[src/rtl/axis_bram_loader.sv]
// axis_bram_loader: takes one AXI-Stream frame from the DMA into BRAM port A
// (addresses 0..DEPTH-1). Short frames are zero-padded and the excess of long
// frames is drained. It then runs the summer through its start/done handshake
// and offers the captured sum to the host over a valid/ready pair.
//
// state | meaning
// FILL  | accepting beats, one BRAM write per handshake
// PAD   | frame ended early, writing zeros up to DEPTH-1
// DRAIN | DEPTH words stored, swallowing beats until tlast
// ARM   | sum_start high, waiting for the summer to drop done
// RUN   | summer busy, waiting for done to return high
// HOLD  | result_valid high until the host takes the sum
module axis_bram_loader #(
   parameter int DEPTH  = 1024,
   parameter int ADDR_W = 12,
   parameter int DATA_W = 32
) (
   input  logic              clk,
   input  logic              reset,
   input  logic [DATA_W-1:0] s_axis_tdata,
   input  logic              s_axis_tvalid,
   output logic              s_axis_tready,
   input  logic              s_axis_tlast,
   output logic              bram_we,
   output logic [ADDR_W-1:0] bram_addr,
   output logic [DATA_W-1:0] bram_din,
   output logic              sum_start,
   input  logic              sum_done,
   input  logic [DATA_W-1:0] sum_in,
   output logic [DATA_W-1:0] result,
   output logic              result_valid,
   input  logic              result_ready,
   output logic [ADDR_W:0]   frame_len,
   output logic              overflow
);

   typedef enum logic [2:0] {
      S_FILL  = 3'd0,
      S_PAD   = 3'd1,
      S_DRAIN = 3'd2,
      S_ARM   = 3'd3,
      S_RUN   = 3'd4,
      S_HOLD  = 3'd5
   } state_t;

   localparam logic [ADDR_W-1:0] LAST_ADDR = ADDR_W'(DEPTH - 1);
   localparam logic [ADDR_W:0]   FULL_LEN  = (ADDR_W + 1)'(DEPTH);

   state_t              state_q, state_d;
   logic [ADDR_W-1:0]   wr_ptr_q, wr_ptr_d;
   logic [DATA_W-1:0]   result_q, result_d;
   logic                result_valid_q, result_valid_d;
   logic [ADDR_W:0]     frame_len_q, frame_len_d;
   logic                overflow_q, overflow_d;

   logic                tready_c;
   logic                we_c;
   logic [ADDR_W-1:0]   addr_c;
   logic [DATA_W-1:0]   din_c;
   logic                start_c;

   // Next-state and port-A/summer controls; everything is idle by default.
   always_comb begin
      state_d        = state_q;
      wr_ptr_d       = wr_ptr_q;
      result_d       = result_q;
      result_valid_d = result_valid_q;
      frame_len_d    = frame_len_q;
      overflow_d     = overflow_q;
      tready_c       = 1'b0;
      we_c           = 1'b0;
      addr_c         = '0;
      din_c          = '0;
      start_c        = 1'b0;

      case (state_q)
         S_FILL: begin
            tready_c = 1'b1;
            if (s_axis_tvalid) begin
               we_c   = 1'b1;
               addr_c = wr_ptr_q;
               din_c  = s_axis_tdata;
               if (wr_ptr_q == LAST_ADDR) begin
                  // Pointer parks at the last address; HOLD rewinds it.
                  frame_len_d = FULL_LEN;
                  if (s_axis_tlast) begin
                     state_d = S_ARM;
                  end else begin
                     overflow_d = 1'b1;
                     state_d    = S_DRAIN;
                  end
               end else begin
                  wr_ptr_d = wr_ptr_q + ADDR_W'(1);
                  if (s_axis_tlast) begin
                     frame_len_d = {1'b0, wr_ptr_q} + (ADDR_W + 1)'(1);
                     state_d     = S_PAD;
                  end
               end
            end
         end
         S_PAD: begin
            we_c   = 1'b1;
            addr_c = wr_ptr_q;
            if (wr_ptr_q == LAST_ADDR) begin
               state_d = S_ARM;
            end else begin
               wr_ptr_d = wr_ptr_q + ADDR_W'(1);
            end
         end
         S_DRAIN: begin
            tready_c = 1'b1;
            if (s_axis_tvalid && s_axis_tlast) begin
               state_d = S_ARM;
            end
         end
         S_ARM: begin
            // done is still high from idle here; only its fall means started.
            start_c = 1'b1;
            if (!sum_done) begin
               state_d = S_RUN;
            end
         end
         S_RUN: begin
            start_c = 1'b1;
            if (sum_done) begin
               result_d       = sum_in;
               result_valid_d = 1'b1;
               state_d        = S_HOLD;
            end
         end
         S_HOLD: begin
            if (result_ready) begin
               result_valid_d = 1'b0;
               wr_ptr_d       = '0;
               state_d        = S_FILL;
            end
         end
         default: begin
            state_d = S_FILL;
         end
      endcase
   end

   // Ports are forced idle during the reset cycle so nothing is written or started.
   always_comb begin
      s_axis_tready = tready_c & ~reset;
      bram_we       = we_c & ~reset;
      bram_addr     = bram_we ? addr_c : '0;
      bram_din      = bram_we ? din_c : '0;
      sum_start     = start_c & ~reset;
      result        = result_q;
      result_valid  = result_valid_q;
      frame_len     = frame_len_q;
      overflow      = overflow_q;
   end

   // State and datapath registers with synchronous reset.
   always_ff @(posedge clk) begin
      if (reset) begin
         state_q        <= S_FILL;
         wr_ptr_q       <= '0;
         result_q       <= '0;
         result_valid_q <= 1'b0;
         frame_len_q    <= '0;
         overflow_q     <= 1'b0;
      end else begin
         state_q        <= state_d;
         wr_ptr_q       <= wr_ptr_d;
         result_q       <= result_d;
         result_valid_q <= result_valid_d;
         frame_len_q    <= frame_len_d;
         overflow_q     <= overflow_d;
      end
   end

endmodule
[config.mk]
export PLATFORM = sky130hd
export DESIGN_NAME = axis_bram_loader
export DESIGN_NICKNAME = d
export VERILOG_FILES = /design/src/rtl/axis_bram_loader.sv
export SDC_FILE = /design/constraint.sdc
export NUM_CORES = 1
export LEC_CHECK = 0
export CAP_MARGIN = 20
export CORE_MARGIN = 2
export CORE_UTILIZATION = 31
export DETAILED_ROUTE_END_ITERATION = 10
export PLACE_DENSITY = 0.7
export SETUP_SLACK_MARGIN = 0.02
export SKIP_CTS_REPAIR_TIMING = 1
export SLEW_MARGIN = 40
export SYNTH_ARGS = -nofsm -noshare
export SYNTH_HDL_FRONTEND = slang
export SYNTH_SLANG_ARGS = --single-unit
export TNS_END_PERCENT = 20
[constraint.sdc]
create_clock -name clk -period 1.8 [get_ports clk]
set_input_delay 0.36 -clock clk [delete_from_list [all_inputs] [get_ports clk]]
set_output_delay 0.36 -clock clk [all_outputs]
set_load 0.01 [all_outputs]
==> impl_metrics.yaml <==
sta:
  finClkSkew_ns: 0.007886
  worst_pin_slew_ns: 0.3622
  slew_headroom: 0.7577
  fin_crit_ns: 1.984
  fmax_mhz: 504.0
  hold_ws_ns: 0.4529
  rsz0062_at_grt: "true"
  setup_slack_ns: -0.1841
  finalSetupTns_ns: -6.518
  setup_viol: 55
  drv_slew: 0
  hold_violations: 0
  timing.final.crit_share: 1.102
route:
  antenna_left: 0
  post_drt_wl_per_cell_um: 14.60
  drt_iter0_drc: 104
  viasPerCell: 4.918
  drc_errors: 0
  vias: 3251
  drt_first_pass_iters: 4
  drt-total-wl_um: 9651
final_layout:
  syn2layout_area_growth_pct: 74.13
  final_layout_size_suffix_gt1_frac: 0.2273
  design_area_sq_mm: 0.005029
  final_cells: 661
  diodes: 0
  nets: 618
synth:
  synth.most_common_cell: "nand2_1"
  synth_area_leader_cell: "dfxtp_1"
  synthTopCellsByArea: "dfxtp_1 (43%), nand2_1 (9.2%), a21oi_1 (7.6%)"
  synth.avg_cell_area_sq_um: 8.135
  yosys-top-cells-count: "nand2_1 (71), dfxtp_1 (62), a21oi_1 (44), and3_1 (35), clkbuf_1 (17)"
  synthArstFlopShare: 0
  synthesis.nets: 426
  yosys_warnings: 0
  syn_area_sq_mm: 0.002888
  ys_seq_area_frac: 0.4298
  synth.distinct_cells: 46
  synth_cells: 355
  synth_edf_count: 0
  ys_ff_latch: 62
  synth_flop_cell: "dfxtp_1"
  synth.top_cell.area_share: 0.4298
hold_path:
  min_path_type: "register to register"
  min_from: "result[2]"
global_route:
  antenna_found_initial: 0
  track_usage: 0.1865
  grt_pass1_wl_um: 14790
  grt_max_degree: 36
  grt_pass1_vias: 3143
  gr-total-overflow: 0
critical_path:
  crit_path_start_kind: "register"
  arrival_ns: 1.62
  criticalPathCategory: "register to primary output"
  cp.required_ns: 1.44
  r2r-start: "state_q[1]"
  cp-startpoint: "state_q[1]"
  critPathMaxFanout: 17
  end_kind: "primary output"
floorplan:
  die-area_sq_mm: 0.01010
  io-pin-count: 164
  initial_utilization: 0.3155
  die-height_um: 100.5
  fp.coreArea_sq_mm: 0.009153
  placementRows: 35
  fp.dieW_um: 100.5
clock_network:
  cts_tree: "done"
  clkTransAtPathRegs_ns: 0.06
  clockRootBuffer: "clkbuf_8"
  htreeDepth: 3
  clock_sinks: 62
  clk_path_buf_depth: 2
  cts_made_buffers: 9
  insertion_delay_ns: 0.33
power_and_ir_drop:
  p_leak_nw: 2.133
  irDropWorstVdd_v: 0.0002314
  pwr_density_cell_mw_per_mm2: 591.4
  p_total_mw: 2.974
flow_run:
  cap_violations: 0
place:
  placed_cells: 645
  hpwl_um: 7260
  gp_routability_congestion: 0.8649
  numPortBuffers: 163
  placement.cell_area_sq_mm: 0.004930
outcome:
  status: "finished with violations"
  violations: "setup timing"
==> flip-flops by register name (all words and copies together) (netlist names) <==
signal	flops
overflow	1
wr_ptr_q	12
result_valid	1
frame_len	13
state_q	3
result	32
==> logic make-up (layout without fill, tap and decap cells) <==
logic type,count (synthesis),after routing,share of synthesized area
AND/OR/NAND/NOR,167,167,0.3007
buffers and inverters,33,228,0.04939
AO/OA/AOI/OAI,81,81,0.1820
XOR/XNOR,10,10,0.03033
multiplexers,1,1,0.003466
adder cells (fa/ha/maj),1,1,0.004332
flip-flops,62,62,0.4298
==> critical path: stages, from the launching register on <==
cell	delay, ns
dfxtp_2	0.34
nor3_4	0.24
and2_4	0.23
clkbuf_16	0.18
and3_1	0.15
dlymetal6s2s_1	0.15
==> cell usage in the layout (no fill, tap or decap), drive strengths merged, types with 3 or more instances in the layout <==
| cell type | synthesis | final |
|---|---|---|
| a21oi | 44 | 44 |
| and4 | 3 | 3 |
| clkdlybuf4s50 | 0 | 114 |
| nor2 | 10 | 10 |
| o2bb2ai | 13 | 13 |
| o211ai | 3 | 3 |
| nor2b | 4 | 4 |
| nand2 | 71 | 71 |
| inv | 5 | 5 |
| nand3 | 7 | 7 |
| clkbuf | 17 | 34 |
| nor3 | 6 | 6 |
| xor2 | 6 | 6 |
| buf | 11 | 69 |
| o21ai | 5 | 5 |
| nand4 | 5 | 5 |
| xnor2 | 4 | 4 |
| dfxtp | 62 | 62 |
| and3 | 35 | 35 |
| dlymetal6s2s | 0 | 4 |
| and2 | 13 | 13 |
| a221o | 4 | 4 |
| a31oi | 3 | 3 |
==> area by class of cell <==
type	count	area, sq um
clock buffers	12	145.1
clock inverters	2	10.01
fillers	838	4124
inverters	5	18.77
multi-input cells	260	1613
flip-flops and latches	62	1246
well taps	111	138.9
repair buffers	209	1857
==> metrics by stage <==
| stage | setup WS (ns) | utilization |
|---|---|---|
| CTS | -0.7211 | 0.5556 |
| finish | -0.1841 | 0.5494 |
| floorplan | -0.00005007 | - |
| detailed placement | -0.5495 | 0.5386 |
| global route | -0.2299 | 0.5494 |
| global placement | -0.5042 | 0.5386 |
==> layer usage <==
layer	routed length [um]	vias up	track usage
li1	-	1630	-
met5	0	-	0
met1	4347	1488	0.2299
met3	580	10	0.04646
met4	138	0	0.07165
met2	4585	123	0.3134
==> report_power, final <==
group | total (mW) | internal (mW) | switching (mW)
logic | 0.551 | 0.317 | 0.234
clock network | 1.02 | 0.518 | 0.499
registers | 1.41 | 1.39 | 0.0157
total | 2.97 | 2.23 | 0.748
==> path summary, 6_finish.rpt <==
check	endpoint	slack, ns	cells after the start
max reg2reg	frame_len[9]	-0.04	6
max	bram_din[23]	-0.18	5
min	result[2]	0.45	2
min reg2reg	result[2]	0.45	2
(Power assumes the default switching activity.)
